$ cat src/rtl/tt_logic_pkg.sv
// Shared definitions for the logic-unit arbiter: op encodings, FSM states, sizes.
package tt_logic_pkg;

    localparam int unsigned NUM_REQ = 4;
    localparam int unsigned TMO_W   = 4;

    localparam logic [1:0] OpXor  = 2'b00;
    localparam logic [1:0] OpAnd  = 2'b01;
    localparam logic [1:0] OpOr   = 2'b10;
    localparam logic [1:0] OpXnor = 2'b11;

    typedef enum logic [1:0] {
        StIdle,
        StEval,
        StHold
    } state_e;

    function automatic logic logic_op(input logic [1:0] op, input logic a, input logic b);
        logic r;
        unique case (op)
            OpXor:   r = a ^ b;
            OpAnd:   r = a & b;
            OpOr:    r = a | b;
            default: r = ~(a ^ b);
        endcase
        return r;
    endfunction

endpackage

$ cat src/rtl/rr_arbiter_4.sv
// Combinational 4-way arbiter: round-robin from ptr_i, or fixed lowest-index priority.
module rr_arbiter_4
    import tt_logic_pkg::*;
(
    input  logic [NUM_REQ-1:0] req_i,
    input  logic [1:0]         ptr_i,
    input  logic               mode_i,
    output logic [NUM_REQ-1:0] grant_o,
    output logic [1:0]         idx_o
);

    logic       found;
    logic [1:0] cand;

    always_comb begin
        grant_o = '0;
        idx_o   = '0;
        found   = 1'b0;
        cand    = '0;
        for (int i = 0; i < NUM_REQ; i++) begin
            // 2-bit add wraps 3 -> 0 naturally
            cand = mode_i ? 2'(i) : ptr_i + 2'(i);
            if (!found && req_i[cand]) begin
                found          = 1'b1;
                idx_o          = cand;
                grant_o[cand]  = 1'b1;
            end
        end
    end

endmodule

$ cat src/rtl/tt_um_logic_arbiter.sv
// Four requesters share one 2-input logic unit; IDLE -> EVAL -> HOLD per transaction.
module tt_um_logic_arbiter
    import tt_logic_pkg::*;
#(
    parameter int unsigned TIMEOUT = 15
) (
    input  logic       clk,
    input  logic       rst_n,
    input  logic       ena,
    input  logic [7:0] ui_in,
    input  logic [7:0] uio_in,
    output logic [7:0] uo_out,
    output logic [7:0] uio_out,
    output logic [7:0] uio_oe
);

    localparam logic [TMO_W-1:0] TmoLast = TMO_W'(TIMEOUT - 1);

    logic [NUM_REQ-1:0] req;
    logic               mode, clear;

    assign req   = ui_in[3:0];
    assign mode  = ui_in[6];
    assign clear = ui_in[7];

    state_e             state_q, state_d;
    logic [NUM_REQ-1:0] grant_q, grant_d;
    logic [1:0]         idx_q, idx_d;
    logic [1:0]         op_q, op_d;
    logic               a_q, a_d, b_q, b_d;
    logic               result_q, result_d;
    logic               valid_q, valid_d;
    logic [1:0]         count_q, count_d;
    logic [1:0]         ptr_q, ptr_d;
    logic [TMO_W-1:0]   tmo_q, tmo_d;

    logic [NUM_REQ-1:0] arb_grant;
    logic [1:0]         arb_idx;

    rr_arbiter_4 u_arb (
        .req_i   (req),
        .ptr_i   (ptr_q),
        .mode_i  (mode),
        .grant_o (arb_grant),
        .idx_o   (arb_idx)
    );

    always_comb begin
        state_d  = state_q;
        grant_d  = grant_q;
        idx_d    = idx_q;
        op_d     = op_q;
        a_d      = a_q;
        b_d      = b_q;
        result_d = result_q;
        valid_d  = valid_q;
        count_d  = count_q;
        ptr_d    = ptr_q;
        tmo_d    = tmo_q;

        unique case (state_q)
            StIdle: begin
                if (ena && |req) begin
                    state_d = StEval;
                    grant_d = arb_grant;
                    idx_d   = arb_idx;
                    op_d    = ui_in[5:4];
                    a_d     = uio_in[{arb_idx, 1'b0}];
                    b_d     = uio_in[{arb_idx, 1'b1}];
                end
            end
            StEval: begin
                state_d  = StHold;
                result_d = logic_op(op_q, a_q, b_q);
                valid_d  = 1'b1;
                tmo_d    = '0;
            end
            StHold: begin
                // Ack is checked first so a coincident timeout still counts
                if (!req[idx_q] || tmo_q >= TmoLast) begin
                    state_d  = StIdle;
                    grant_d  = '0;
                    valid_d  = 1'b0;
                    result_d = 1'b0;
                    tmo_d    = '0;
                    ptr_d    = idx_q + 2'd1;
                    if (!req[idx_q]) begin
                        count_d = count_q + 2'd1;
                    end
                end else begin
                    tmo_d = tmo_q + 1'b1;
                end
            end
            default: state_d = StIdle;
        endcase

        if (!ena) begin
            state_d  = StIdle;
            grant_d  = '0;
            valid_d  = 1'b0;
            result_d = 1'b0;
            tmo_d    = '0;
            count_d  = count_q;
            ptr_d    = ptr_q;
        end

        if (clear) begin
            count_d = '0;
            ptr_d   = '0;
        end
    end

    always_ff @(posedge clk or negedge rst_n) begin
        if (!rst_n) begin
            state_q  <= StIdle;
            grant_q  <= '0;
            idx_q    <= '0;
            op_q     <= '0;
            a_q      <= 1'b0;
            b_q      <= 1'b0;
            result_q <= 1'b0;
            valid_q  <= 1'b0;
            count_q  <= '0;
            ptr_q    <= '0;
            tmo_q    <= '0;
        end else begin
            state_q  <= state_d;
            grant_q  <= grant_d;
            idx_q    <= idx_d;
            op_q     <= op_d;
            a_q      <= a_d;
            b_q      <= b_d;
            result_q <= result_d;
            valid_q  <= valid_d;
            count_q  <= count_d;
            ptr_q    <= ptr_d;
            tmo_q    <= tmo_d;
        end
    end

    assign uo_out  = {count_q, valid_q, result_q, grant_q};
    assign uio_out = 8'h00;
    assign uio_oe  = 8'h00;

endmodule

$ cat config.mk
export PLATFORM = sky130hd
export DESIGN_NAME = tt_um_logic_arbiter
export DESIGN_NICKNAME = d
export VERILOG_FILES = /design/src/rtl/tt_logic_pkg.sv /design/src/rtl/rr_arbiter_4.sv /design/src/rtl/tt_um_logic_arbiter.sv
export SDC_FILE = /design/constraint.sdc
export NUM_CORES = 1
export LEC_CHECK = 0
export ABC_CLOCK_PERIOD_IN_PS = 6880
export CAP_MARGIN = 20
export CORE_MARGIN = 2
export CORE_UTILIZATION = 47
export CTS_BUF_LIST = sky130_fd_sc_hd__clkbuf_4 sky130_fd_sc_hd__clkbuf_8
export CTS_CLUSTER_SIZE = 20
export DETAILED_ROUTE_END_ITERATION = 7
export PLACE_DENSITY = 0.76
export SETUP_SLACK_MARGIN = 0.2
export SLEW_MARGIN = 20
export SYNTH_ARGS = -nofsm -noshare
export SYNTH_HDL_FRONTEND = slang
export SYNTH_HIERARCHICAL = 1
export SYNTH_SLANG_ARGS = --single-unit
$ cat constraint.sdc
create_clock -name clk -period 6.88 [get_ports clk]
set_clock_uncertainty 0.2 [all_clocks]
set_input_delay 0.688 -clock clk [delete_from_list [all_inputs] [get_ports clk]]
set_output_delay 0.688 -clock clk [all_outputs]
set_load 0.02 [all_outputs]
==> run metrics <==
final-stage net count 223; Pre-antenna DRT Iters 4; IO Port Bufs 26; initial antenna violation count 0; final setup fails 0; Max Clk Rate 270 MHz; period utilization 0.539; DRC viols 0; fraction of registers with async set/reset 1.00; floorplan row count 22; synthesized area per cell 10.2 um2; area leader, netlist dfrtp_1; Placeable Area 3660 um2; worst path cell trace clkdlybuf4s50_1, nand2b_2, a2111oi_4, nor2_1, o21a_1, o21ai_0, mux4_2, nand2_1, o21ai_1; Die Width 65.9 um; origin of the worst setup path ui_in[6]; Cells after Synth 177; Final Util 0.559; Worst VDD drop 0.0000921 V; Worst Path Arrival 3.64 ns; worst r2r src ptr_q[0]; Sequential Area 551 um2; via count 1,389; DIE HEIGHT 65.9 um; Yosys warnings 6; Area Overhead vs Synth 13.8%; Num CTS Buffers 3; drt wl/cell 14.7 um; CTS clk-pin slew, worst paths 0.07 ns; fin crit period 3.71 ns; Total Routed Length 3630 um; clock buffer depth 2; fin. max-slew vios 0; starting density of the core 0.491; CP Class in2reg; GRT overflow 0; global placement routability congestion 0.921; FF-to-FF path depth 8; first-pass GRT wire length 5990 um; vias per std cell 5.62; max-cap violations 0; Ports 43; layout cells sized above 1 0.146; CP peak stage delay 0.62 ns; clock latency on the worst-skew pair 0.27 ns; total global-route track usage 0.179; synthesized area 1800 um2; main flop type after synthesis dfrtp_1; Placed Instances 243; Root Driver clkbuf_8; n_diodes 0; antenna viol nets, final 0; RSZ-0062 raised after global routing false; flop and latch count out of synthesis 22; DIE AREA 4340 um2; status complete, no violations; Slowest-stage cell, CP clkdlybuf4s50_1; vias in the first global route 1,253; multi-input logic area 1090 um2; clock sink total 22; worst reg2reg endpoint a_q; maximum fanout along the worst path 12; GR Layer Usage met2 0.284; Final Hold Vio Count 0; CTS Hold Bufs 0; Netlist cell types 62; R2R Setup Slk 3.51 ns; CP Capture Point a_q; hpwl dp 2700 um; post-synth top area share 0.306; post-CTS setup buffer count 0; Lkg Pwr 0.841 nW; post-route setup TNS 0 ns; largest net degree at the start of global routing 23; worst path required time 6.81 ns; Slew @ Worst Pin 0.732 ns; DRT iter0 DRCs 46; post-cts resize count 0; PD cells 185 nW/um2; Total Power 379 uW; Hold WC Path Type in2async; post-synthesis sequential area ratio 0.306; kind of launch point of the worst setup path input pin; met1 Track Usage GR 0.242; CTS tree done; largest cells by area after synthesis dfrtp_1 (31%), buf_4 (8.3%), mux4_2 (3.8%), nand2_1 (3.1%), ha_1 (2.8%); met3 Resource Use GR 0.0426; gr busiest metal met2; Fill cells 326; Slew HR 0.508; Finished Layout Cells 247; number of flops mapped to enable cells by yosys 0; H-tree levels 1; crit path capture type register
==> metal layers <==
| metal | up-vias | wire length (um) |
|---|---|---|
| met5 | - | 0 |
| met4 | 0 | 49 |
| met3 | 10 | 251 |
| met2 | 56 | 1700 |
| met1 | 651 | 1630 |
| li1 | 672 | - |
==> synth_stat cells (2+ instances only) <==
library cell / instances
o21bai_1: 2
mux4_2: 3
ha_1: 4
nand2b_1: 2
buf_6: 2
nor2_1: 6
a21oi_1: 6
nand2_1: 15
o21ai_0: 3
o211ai_1: 3
a22o_1: 4
mux2i_1: 4
buf_4: 20
nand3_1: 3
nor4b_1: 3
a211oi_2: 2
o21ai_1: 5
nor2b_1: 6
and3b_1: 3
mux2_1: 2
inv_1: 9
dfrtp_1: 22
a21o_1: 2
o31ai_1: 2
a211oi_1: 2
a221oi_2: 2
a22oi_1: 3
xnor2_1: 3
==> logic make-up after synthesis <==
logic type               Yosys count  synth area share
AND/OR/NAND/NOR                   49             0.170
flip-flops                        22             0.306
AO/OA/AOI/OAI                     53             0.268
other                              1           0.00208
adder cells (fa/ha/maj)            4            0.0278
buffers and inverters             33             0.120
XOR/XNOR                           4            0.0195
multiplexers                      11            0.0869
==> cells in the final DEF (no fill, tap or decap), types with 2 or more instances in the layout <==
cell type / instances
a211oi_1: 2
a221oi_2: 2
o211ai_1: 3
nand2_1: 15
xnor2_1: 3
o31ai_1: 2
inv_1: 9
nor4b_1: 3
nand2b_1: 2
o21ai_0: 3
clkdlybuf4s50_1: 25
a211oi_2: 2
nor2_1: 6
mux2i_1: 4
mux4_2: 3
a22oi_1: 3
a21oi_1: 6
nand3_1: 3
clkbuf_8: 4
mux2_1: 2
a22o_1: 4
o21ai_1: 5
and3b_1: 3
conb_1: 16
ha_1: 4
o21bai_1: 2
nor2b_1: 6
a21o_1: 2
dfrtp_1: 22
==> how the worst min path moves through the flow <==
| stage | slack [ns] | cells past startpoint | from | end |
|---|---|---|---|---|
| finish | 0.18 | 1 | rst_n | op_q[0] |
| global route | 0.22 | 1 | rst_n | state_q[1] |
| CTS | 0.31 | 1 | grant_q[1] | grant_q[1] |
| detailed placement | 0.29 | 1 | grant_q[1] | grant_q[1] |
| global placement | 0.28 | 1 | grant_q[3] | grant_q[3] |
| floorplan | 0.19 | 0 | rst_n | a_q |
==> critical path: cells and delay by family <==
family	cells	cell delay, ns
multiplexers	1	0.57
AND/OR/NAND/NOR	3	0.59
buffers and inverters	1	0.62
AO/OA/AOI/OAI	4	1.17
==> flip-flops by register name, summed over array words and instances (netlist names) <==
signal and count:
grant_q 4, tmo_q 4, count_q 2, idx_q 2, op_q 2, ptr_q 2
state_q 2, a_q 1, b_q 1, result_q 1, valid_q 1
==> power by group <==
group / internal, mW / switching [mW]
sequential: 0.145 / 0.0156
combinational: 0.0568 / 0.0691
clock: 0.0511 / 0.0419
total: 0.252 / 0.127
==> area by class of cell <==
cell class	count	share of cell area
Clock buffer	4	0.0269
Inverter	10	0.0183
Multi-Input combinational cell	137	0.532
Sequential cell	22	0.269
Tap cell	48	0.0293
Timing Repair Buffer	26	0.125
==> stage by stage <==
stage	cell area, um2	hold slack (ns)	setup slack (ns)
6_report	2050	0.177	3.17
5_1_grt	2050	0.218	2.91
4_1_cts	2050	0.306	3.18
3_5_place_dp	2000	0.289	2.90
3_3_place_gp	2000	0.284	2.96
2_1_floorplan	1860	0.192	3.90
No activity file was read; power rests on OpenSTA's default activity.
